$ cat src/rtl/flex_accum_counter_if.sv
// Control/status bundle for flex_accum_counter: the packer drives step and limit
// programming, the counter returns its running count and flags.
interface flex_accum_counter_if #(
  parameter int NUM_CNT_BITS = 8,
  parameter int STEP_BITS    = 4,
  parameter int WRAP_BITS    = 8
);
  logic                    clear;
  logic                    count_enable;
  logic [STEP_BITS-1:0]    step;
  logic [NUM_CNT_BITS-1:0] rollover_val;
  logic                    sat_mode;
  logic [NUM_CNT_BITS-1:0] count_out;
  logic                    rollover_flag;
  logic [WRAP_BITS-1:0]    wrap_count;
  logic                    sat_flag;
  logic                    err_flag;

  modport master (
    output clear, count_enable, step, rollover_val, sat_mode,
    input  count_out, rollover_flag, wrap_count, sat_flag, err_flag
  );

  modport slave (
    input  clear, count_enable, step, rollover_val, sat_mode,
    output count_out, rollover_flag, wrap_count, sat_flag, err_flag
  );
endinterface

$ cat src/rtl/flex_accum_counter.sv
// Variable-step accumulating counter with runtime-programmable modulus or ceiling,
// wrap counting and sticky saturation/programming-error flags.
module flex_accum_counter #(
  parameter int NUM_CNT_BITS = 8,
  parameter int STEP_BITS    = 4,
  parameter int WRAP_BITS    = 8
) (
  input  logic                clk,
  input  logic                n_rst,
  flex_accum_counter_if.slave bus
);
  localparam int SUM_W = NUM_CNT_BITS + 1;
  localparam int CMP_W = (STEP_BITS > NUM_CNT_BITS) ? STEP_BITS : NUM_CNT_BITS;

  logic [NUM_CNT_BITS-1:0] count_r, count_nxt_s;
  logic [WRAP_BITS-1:0]    wrap_r, wrap_nxt_s;
  logic                    roll_r, roll_nxt_s;
  logic                    sat_r, sat_nxt_s;
  logic                    err_r, err_nxt_s;

  logic [SUM_W-1:0]        sum_s;
  logic [SUM_W-1:0]        limit_s;
  logic [CMP_W-1:0]        step_ext_s;
  logic [CMP_W-1:0]        limit_ext_s;
  logic                    over_s;

  // Next-state evaluation: clear beats enable beats hold; error checks precede mode logic
  always_comb begin
    count_nxt_s = count_r;
    wrap_nxt_s  = wrap_r;
    roll_nxt_s  = 1'b0;
    sat_nxt_s   = sat_r;
    err_nxt_s   = err_r;

    sum_s       = {1'b0, count_r} + SUM_W'(bus.step);
    limit_s     = {1'b0, bus.rollover_val};
    step_ext_s  = CMP_W'(bus.step);
    limit_ext_s = CMP_W'(bus.rollover_val);
    // A count parked exactly at the ceiling is legal only while saturating
    if (bus.sat_mode) begin
      over_s = (count_r > bus.rollover_val);
    end else begin
      over_s = (count_r >= bus.rollover_val);
    end

    if (bus.clear) begin
      count_nxt_s = '0;
      wrap_nxt_s  = '0;
      sat_nxt_s   = 1'b0;
      err_nxt_s   = 1'b0;
    end else if (bus.count_enable) begin
      if (bus.rollover_val == '0) begin
        count_nxt_s = '0;
        err_nxt_s   = 1'b1;
      end else if (over_s) begin
        count_nxt_s = '0;
        err_nxt_s   = 1'b1;
      end else if (!bus.sat_mode && (step_ext_s > limit_ext_s)) begin
        err_nxt_s   = 1'b1;
      end else if (sum_s >= limit_s) begin
        if (bus.sat_mode) begin
          count_nxt_s = bus.rollover_val;
          sat_nxt_s   = 1'b1;
        end else begin
          // count < limit and step <= limit, so the remainder fits below the limit
          count_nxt_s = NUM_CNT_BITS'(sum_s - limit_s);
          roll_nxt_s  = 1'b1;
          if (wrap_r != '1) begin
            wrap_nxt_s = wrap_r + WRAP_BITS'(1'b1);
          end else begin
            wrap_nxt_s = wrap_r;
          end
        end
      end else begin
        count_nxt_s = NUM_CNT_BITS'(sum_s);
      end
    end else begin
      count_nxt_s = count_r;
    end
  end

  // State registers, asynchronously cleared
  always_ff @(posedge clk or negedge n_rst) begin
    if (!n_rst) begin
      count_r <= '0;
      wrap_r  <= '0;
      roll_r  <= 1'b0;
      sat_r   <= 1'b0;
      err_r   <= 1'b0;
    end else begin
      count_r <= count_nxt_s;
      wrap_r  <= wrap_nxt_s;
      roll_r  <= roll_nxt_s;
      sat_r   <= sat_nxt_s;
      err_r   <= err_nxt_s;
    end
  end

  assign bus.count_out     = count_r;
  assign bus.wrap_count    = wrap_r;
  assign bus.rollover_flag = roll_r;
  assign bus.sat_flag      = sat_r;
  assign bus.err_flag      = err_r;
endmodule

$ cat src/flat_wrapper.sv
// flat-port wrapper written by rule: the top's interface ports become plain ports
module flex_accum_counter_flat 
#(
  parameter int NUM_CNT_BITS = 8,
  parameter int STEP_BITS    = 4,
  parameter int WRAP_BITS    = 8
)
  (clk, n_rst, bus_clear, bus_count_enable, bus_step, bus_rollover_val, bus_sat_mode, bus_count_out, bus_rollover_flag, bus_wrap_count, bus_sat_flag, bus_err_flag);
  flex_accum_counter_if #(.NUM_CNT_BITS(NUM_CNT_BITS), .STEP_BITS(STEP_BITS), .WRAP_BITS(WRAP_BITS)) bus_i ();
  input  logic clk;
  input  logic n_rst;
  input wire logic [$bits(bus_i.clear)-1:0] bus_clear;
  input wire logic [$bits(bus_i.count_enable)-1:0] bus_count_enable;
  input wire logic [$bits(bus_i.step)-1:0] bus_step;
  input wire logic [$bits(bus_i.rollover_val)-1:0] bus_rollover_val;
  input wire logic [$bits(bus_i.sat_mode)-1:0] bus_sat_mode;
  output wire logic [$bits(bus_i.count_out)-1:0] bus_count_out;
  output wire logic [$bits(bus_i.rollover_flag)-1:0] bus_rollover_flag;
  output wire logic [$bits(bus_i.wrap_count)-1:0] bus_wrap_count;
  output wire logic [$bits(bus_i.sat_flag)-1:0] bus_sat_flag;
  output wire logic [$bits(bus_i.err_flag)-1:0] bus_err_flag;
  assign bus_i.clear = bus_clear;
  assign bus_i.count_enable = bus_count_enable;
  assign bus_i.step = bus_step;
  assign bus_i.rollover_val = bus_rollover_val;
  assign bus_i.sat_mode = bus_sat_mode;
  assign bus_count_out = bus_i.count_out;
  assign bus_rollover_flag = bus_i.rollover_flag;
  assign bus_wrap_count = bus_i.wrap_count;
  assign bus_sat_flag = bus_i.sat_flag;
  assign bus_err_flag = bus_i.err_flag;
  flex_accum_counter #(.NUM_CNT_BITS(NUM_CNT_BITS), .STEP_BITS(STEP_BITS), .WRAP_BITS(WRAP_BITS)) u_core (.clk(clk), .n_rst(n_rst), .bus(bus_i));
endmodule
$ cat config.mk
export PLATFORM = sky130hd
export DESIGN_NAME = flex_accum_counter_flat
export DESIGN_NICKNAME = d
export VERILOG_FILES = /design/src/rtl/flex_accum_counter_if.sv /design/src/rtl/flex_accum_counter.sv /design/src/flat_wrapper.sv
export SDC_FILE = /design/constraint.sdc
export NUM_CORES = 1
export LEC_CHECK = 0
export ABC_AREA = 0
export BUFFER_PORTS_ARGS = -buffer_cell sky130_fd_sc_hd__buf_2
export CAP_MARGIN = 15
export CORE_ASPECT_RATIO = 1.1
export CORE_MARGIN = 1
export CORE_UTILIZATION = 35
export CTS_CLUSTER_SIZE = 20
export DETAILED_ROUTE_END_ITERATION = 16
export PLACE_DENSITY = 0.64
export REMOVE_ABC_BUFFERS = 1
export SLEW_MARGIN = 20
export SYNTH_ARGS = -nofsm -noshare
export SYNTH_HDL_FRONTEND = slang
export SYNTH_SLANG_ARGS = --single-unit
$ cat constraint.sdc
create_clock -name clk -period 3.25 [get_ports clk]
set_input_delay 0.325 -clock clk [delete_from_list [all_inputs] [get_ports clk]]
set_output_delay 0.325 -clock clk [all_outputs]
set_load 0.05 [all_outputs]
==> results.md, run 1 <==
| Parameter | This run | Unit |
|---|---|---|
| Run status | finished, violations left | - |
| Violated checks | DRC, hold timing, setup timing | - |
| Layout-stage area growth over the synthesis result | 35.60 | % |
| Worst path required time | 3.40 | ns |
| Total grt overflow | 0 | - |
| Endpoint kind of the worst setup timing path | flop | - |
| Leading cell types by total area after synthesis | dfrtp_1 23%, ha_1 15%, o21ai_0 5.1% | - |
| Hold Crit Class | in -> async | - |
| Final Max Tran Viols | 0 | - |
| Peak clock frequency supported by timing | 307.0 | MHz |
| Wire length per cell | 15.70 | um |
| Post-layout min period | 3.258 | ns |
| Max-slew headroom at the worst pin | 0.4407 | - |
| Sequential element share of the synthesized area | 0.2285 | - |
| Synth Flop Type | dfrtp_1 | - |
| H-tree lvl count | 1 | - |
| Final Net Count | 345 | - |
| Horizontal die dimension | 75.52 | um |
| Post-Syn Instances | 236 | - |
| Via count of the first global-routing pass | 2,027 | - |
| Average cell area after synthesis | 8.817 | um2 |
| Antenna Nets Post-Route | 0 | - |
| Register-to-register path setup slack | -0.008 | ns |
| Final routed wirelength across all metal layers | 5.918 | mm |
| Max-Cap Viols | 0 | - |
| DP HPWL | 4.565 | mm |
| Worst Hold Margin | -0.003569 | ns |
| Cell taking the most area after synthesis | dfrtp_1 | - |
| Clock Root Buffer | clkbuf_8 | - |
| Initial antenna violation count | 0 | - |
| Number of warnings printed during yosys synthesis | 0 | - |
| Non-filler instance count after layout | 377 | - |
| DRC violation count after routing | 1 | - |
| Die outline height | 82.87 | um |
| Total non-filler cell area in the finished layout | 0.002821 | mm2 |
| Unique masters post-synth | 61 | - |
| Post-synth top area share | 0.2285 | - |
| CP arrival | 3.41 | ns |
| Layout Skew | 0.008436 | ns |
| Number of buffers on the longest clock path | 2 | - |
| Global-route wire length before repair | 9.432 | mm |
| Setup repair after global routing missed its margin | true | - |
| Total Routing Usage GR | 0.1945 | - |
| Total of hold buffers inserted after clock tree synthesis | 0 | - |
| Clock-pin slew of the registers on the worst-case setup and hold paths | 0.08 | ns |
| Area of the core | 0.005733 | mm2 |
| Post-route fraction of the period consumed by the critical path | 1.002 | - |
| Crit start category | flop | - |
| Number of iterations in the first detailed-routing pass | 10 | - |
| Number of vias in the routed layout | 2,099 | - |
| Die Outline Area | 0.006258 | mm2 |
| Final setup violating endpoints | 1 | - |
| Final cell utilization of the core | 0.4921 | - |
| Via-per-instance ratio | 5.568 | - |
| Placement row count | 29 | - |
| Max rail drop VDD | 0.2040 | mV |
| Proportion of synthesized flip-flops having asynchronous set or reset | 1.000 | - |
| Number of enable-type register cells in the synthesized netlist | 0 | - |
| Largest fanout on the critical path | 6 | - |
| Initial drt markers | 49 | - |
| Worst Setup Path Type | reg -> reg | - |
| Maximum number of pins on one net before global-route repair | 20 | - |
| Number of hold violations in the final report | 1 | - |
| CTS tree | built | - |
| Most used cells in the layout excluding fill and tap cells | 35 x buf_2, 30 x buf_4, 20 x ha_1 | - |
| Pwr per Cell Area | 390.9 | mW/mm2 |
| Share of final-layout standard cells stronger than drive strength 1 | 0.4167 | - |
| LEAKAGE | 1.277 | nW |
| Final RePlAce weighted congestion | 0.8864 | - |
| Commonest non-fill, non-tap cell in the layout | buf_2 | - |
| Mapped cell area | 0.002081 | mm2 |
| Place WS | -0.1756 | ns |
| Worst reg2reg path depth | 12 | - |
| DP Area | 0.002511 | mm2 |
| I/O pin count | 36 | - |
| Post-synthesis register bit count | 19 | - |
| Count of antenna diodes in the layout | 0 | - |
| Starting density of the core | 0.3629 | - |
| Latest clock arrival within the worst-skew pair | 0.26 | ns |
| PortBufs | 35 | - |
| Placed Cells incl. Taps | 367 | - |
| Slew @ Worst Pin | 0.8365 | ns |
| Cts bufs inserted | 3 | - |
| Setup ws final | -0.007843 | ns |
| Number of clock sinks | 19 | - |
report_power, final:
part	leakage (nW)	internal (mW)	switching (mW)
clock network	0.0217	0.0865	0.0848
logic	0.995	0.298	0.365
registers	0.261	0.251	0.0182
cell families (layout without fill, tap and decap cells):
group / count (synthesis) / in the layout / synth area share
XOR/XNOR: 5 / 5 / 0.02105
AO/OA/AOI/OAI: 85 / 86 / 0.3241
multiplexers: 2 / 2 / 0.01082
adder cells (fa/ha/maj): 27 / 27 / 0.1696
flip-flops: 19 / 19 / 0.2285
AND/OR/NAND/NOR: 73 / 73 / 0.1942
buffers and inverters: 25 / 88 / 0.05171
flip-flops by register name (all words and copies together), names as in the netlist:
| signal | flops |
|---|---|
| u_core.bus.count_out | 8 |
| u_core.bus.err_flag | 1 |
| u_core.bus.rollover_flag | 1 |
| u_core.bus.sat_flag | 1 |
| u_core.bus.wrap_count | 8 |
critical path: stages (launching register included):
cell and delay [ns]:
dfrtp_1 0.41, ha_4 0.19, fa_2 0.36, a21o_1 0.21, a21oi_4 0.23, or3_4 0.19, nand2_4 0.05, ha_4 0.30
nand2_4 0.05, a221oi_4 0.40, or2_4 0.27, mux2_4 0.31, a22o_1 0.18
Yosys cell counts, types with 3 or more instances:
cell / count
a211o_1: 3
a211oi_1: 3
a21oi_1: 14
a221o_1: 3
a22o_1: 5
and3_1: 3
and4_1: 3
buf_2: 4
dfrtp_1: 19
ha_1: 25
inv_1: 17
nand2_1: 17
nand3_1: 4
nand4_1: 5
nor2_1: 13
nor2b_1: 4
nor3_1: 5
o21a_1: 3
o21ai_0: 21
o31ai_1: 6
or3_1: 3
or4_1: 5
xor2_1: 3
cell type report:
class	instances	area, um2
multi-input cells	193	1713
fillers	563	2912
flip-flops and latches	19	476.7
clock buffers	3	41.29
clock inverters	1	7.507
inverters	17	63.81
well taps	77	96.34
repair buffers	67	422.9
final timing paths:
path | to | startpoint
worst max-delay path | u_core.bus.count_out[2] | u_core.bus.count_out[0]
worst min-delay path | u_core.bus.wrap_count[1] | n_rst
worst max register to register | u_core.bus.count_out[2] | u_core.bus.count_out[0]
worst min register to register | u_core.bus.err_flag | u_core.bus.err_flag
max in group asynchronous | u_core.bus.count_out[1] | n_rst
min in group clk | u_core.bus.err_flag | bus_count_enable
per-layer routing:
| layer | vias up | share of wire | global-route usage |
|---|---|---|---|
| li1 | 1041 | - | - |
| met2 | 50 | 0.50 | 0.3247 |
| met4 | 0 | 0.016 | 0.05387 |
| met1 | 1000 | 0.45 | 0.2565 |
| met5 | - | 0 | 0 |
| met3 | 8 | 0.034 | 0.02791 |
per-stage QoR:
stage | setup TNS, ns | power (mW) | hold slack [ns]
2_1_floorplan | -3.573 | 0.6496 | 0.02941
3_3_place_gp | -0.7770 | 0.8396 | 0.2989
3_5_place_dp | -1.336 | 0.8467 | 0.3067
4_1_cts | 0 | 1.051 | 0.01505
5_1_grt | -0.6544 | 1.182 | 0.02891
6_report | -0.007843 | 1.103 | -0.003569
timing repair:
| item | in CTS | in global routing |
|---|---|---|
| gates resized for setup | 15 | 36 |
| pin swaps | 9 | 22 |
| setup buffers | 2 | 3 |
| cloned | 1 | 0 |
| endpoints found under the setup margin | 13 | 16 |
Note: power is estimated with default switching activity, not from simulation.
==> inputs of run 2 (changes only) <==
Settings changed: PLACE_DENSITY 0.64 to 0.62.
Clock period 3.25 ns to 3.7 ns, I/O delays scaled along.
==> run 2 against run 1 <==
  * The flow now finishes without violations
  * Global-route usage increased by 0.44 points
  * Non-clock buffer count fell by 21
  * Cell area shrank 13%
  * Clock power is 16% lower
  * Total power shrank 22%
  * Die area unchanged
  * Count of clock-buffer cells in the layout stayed put
  * Sequential share of layout area increased by 2.6 points
  * Combinational power fell by 27%
  * Critical path type unchanged
  * Highest routed layer unchanged
==> results.md, run 2 (synthesis gave the netlist of run 1 again) <==
| Parameter | This run | Unit | Change |
|---|---|---|---|
| Run status | finished clean | - |  |
| Die Outline Area | 0.006258 | mm2 | unchanged |
| Total Routing Usage GR | 0.1989 | - | +0.004370 |
| I/O pin count | 36 | - | unchanged |
| Met1 layer wirelength in the final routing | 2.651 | mm | +0.61% |
| Max-slew headroom at the worst pin | 0.4146 | - | -0.02609 |
| Initial drt markers | 98 | - | +100% |
| Via-per-instance ratio | 5.614 | - | +0.83% |
| Placement row count | 29 | - | unchanged |
| Total of hold buffers inserted after clock tree synthesis | 0 | - | unchanged |
| Number of hold violations in the final report | 0 | - | -1 |
| Max-Cap Viols | 0 | - | unchanged |
| Setup TNS after final layout | 0 | ns | +0.007843 ns |
| DRC violation count after routing | 0 | - | -1 |
| Clock Root Buffer | clkbuf_8 | - |  |
| Routed length on met3 | 304 | um | +52% |
| PortBufs | 35 | - | unchanged |
| Final Max Tran Viols | 0 | - | unchanged |
| Number of buffers on the longest clock path | 2 | - | unchanged |
| Initial antenna violation count | 0 | - | unchanged |
| Most used cells in the layout excluding fill and tap cells | 35 x buf_2, 25 x ha_1, 20 x o21ai_0 | - |  |
| Antenna Nets Post-Route | 0 | - | unchanged |
| Endpoint kind of the worst setup timing path | flop | - |  |
| Layout-stage area growth over the synthesis result | 17.74 | % |  |
| Number of iterations in the first detailed-routing pass | 4 | - | -6 |
| Post-layout min period | 3.532 | ns | +0.2742 ns |
| Number of vias in the routed layout | 1,993 | - | -5.1% |
| Final setup violating endpoints | 0 | - | -1 |
| Register-to-register path setup slack | 0.17 | ns | +0.18 ns |
| Horizontal die dimension | 75.52 | um | unchanged |
| Clock-pin slew of the registers on the worst-case setup and hold paths | 0.07 | ns | about the same |
| Hold Crit Class | in -> async | - |  |
| Final Net Count | 323 | - | -6.4% |
| Critical R2R Capture | u_core.bus.count_out[6] | - |  |
| Count of antenna diodes in the layout | 0 | - | unchanged |
| Post-route fraction of the period consumed by the critical path | 0.9546 | - | -0.04781 |
| Final RePlAce weighted congestion | 0.8567 | - | -3.4% |
| Worst path required time | 3.90 | ns | +0.50 ns |
| Via count of the first global-routing pass | 1,894 | - | -6.6% |
| Number of clock sinks | 19 | - | unchanged |
| Largest fanout on the critical path | 6 | - | unchanged |
| Final routed wirelength across all metal layers | 5.725 | mm | -3.3% |
| LEAKAGE | 1.144 | nW | -10% |
| DP HPWL | 4.455 | mm | -2.4% |
| RR Startpoint | u_core.bus.count_out[0] | - |  |
| Layout Skew | 0.001986 | ns | -0.006450 ns |
| Top layer in use | met4 | - |  |
| Sum of internal, switching and leakage power | 0.8656 | mW | -22% |
| Maximum number of pins on one net before global-route repair | 23 | - | +15% |
| Max rail drop VDD | 0.1516 | mV | -26% |
| Routed wl met2 | 2.725 | mm | -8.8% |
| Slew @ Worst Pin | 0.8755 | ns | +0.03902 ns |
| Global-route wire length before repair | 9.439 | mm | about the same |
| Setup repair after global routing missed its margin | false | - |  |
| Crit start category | flop | - |  |
| Cts bufs inserted | 3 | - | unchanged |
| Worst Setup Path Type | reg -> reg | - |  |
| CTS tree | built | - |  |
| Share of final-layout standard cells stronger than drive strength 1 | 0.2518 | - | -0.1649 |
| Area of the core | 0.005733 | mm2 | unchanged |
| Total grt overflow | 0 | - | unchanged |
| CP arrival | 3.73 | ns | +0.32 ns |
| Pwr per Cell Area | 353.3 | mW/mm2 | -9.6% |
| Die outline height | 82.87 | um | unchanged |
| Starting density of the core | 0.3629 | - | unchanged |
| Latest clock arrival within the worst-skew pair | 0.26 | ns | about the same |
| H-tree lvl count | 1 | - | unchanged |
| Commonest non-fill, non-tap cell in the layout | buf_2 | - |  |
| Peak clock frequency supported by timing | 283.1 | MHz | -7.8% |
| Worst reg2reg path depth | 13 | - | +1 |
| Wire length per cell | 16.13 | um | +2.7% |
run 2: timing repair:
item	4_1_cts	5_1_grt
gates resized for setup	0	5
setup buffers	0	4
setup endpoints to repair	0	11
run 2: how the worst max path moves through the flow:
| stage | startpoint | endpoint | slack, ns | cells after the start |
|---|---|---|---|---|
| after CTS | u_core.bus.count_out[0] | u_core.bus.wrap_count[7] | 0.1 | 12 |
| after floorplan | u_core.bus.count_out[0] | u_core.bus.wrap_count[5] | 0.13 | 12 |
| after detailed placement | bus_step[0] | u_core.bus.wrap_count[5] | 0.04 | 13 |
| final | u_core.bus.count_out[0] | u_core.bus.count_out[6] | 0.17 | 13 |
| after global placement | bus_step[0] | u_core.bus.wrap_count[7] | 0.08 | 13 |
| after global routing | u_core.bus.count_out[0] | u_core.bus.wrap_count[7] | 0.004 | 12 |
run 2: cell type report:
type / instances / area (um2)
Tap cell: 77 / 96.34
Inverter: 17 / 63.81
Timing Repair Buffer: 46 / 257.7
Clock inverter: 1 / 5.005
Multi-Input combinational cell: 192 / 1509
Clock buffer: 3 / 41.29
Sequential cell: 19 / 476.7
Fill cell: 626 / 3283
run 2: worst max-delay path: stages (launching register included):
cell and delay (ns):
dfrtp_1 0.40, ha_1 0.24, fa_1 0.41, a21o_1 0.20
a21oi_4 0.22, or3_1 0.16, nand2_1 0.07, ha_1 0.42
nand2_1 0.13, a221oi_4 0.36, buf_4 0.19, nor2_1 0.08
nor3_1 0.38, a221o_1 0.21
run 2: routing by layer:
| layer | vias up | track usage |
|---|---|---|
| li1 | 984 | - |
| met2 | 60 | 0.3231 |
| met3 | 5 | 0.03155 |
| met5 | - | 0 |
| met4 | 0 | 0.04040 |
| met1 | 944 | 0.2756 |
run 2: power breakdown:
part,total (mW),switching (mW),internal (mW)
Clock,0.144,0.0689,0.0749
Combinational,0.483,0.288,0.195
Sequential,0.238,0.0183,0.220
run 2: metrics by stage:
| step | instance area, um2 | hold slack [ns] | worst slack [ns] | instances | util |
|---|---|---|---|---|---|
| floorplan | 2037 | 0.07441 | 0.1323 | 228 | - |
| global placement | 2361 | 0.3366 | 0.07914 | 347 | 0.4118 |
| global route | 2450 | 0.06875 | 0.003797 | 355 | 0.4273 |
| detailed placement | 2361 | 0.3382 | 0.03856 | 347 | 0.4118 |
| finish | 2450 | 0.04543 | 0.1680 | 355 | 0.4273 |
| CTS | 2407 | 0.05291 | 0.09949 | 351 | 0.4199 |
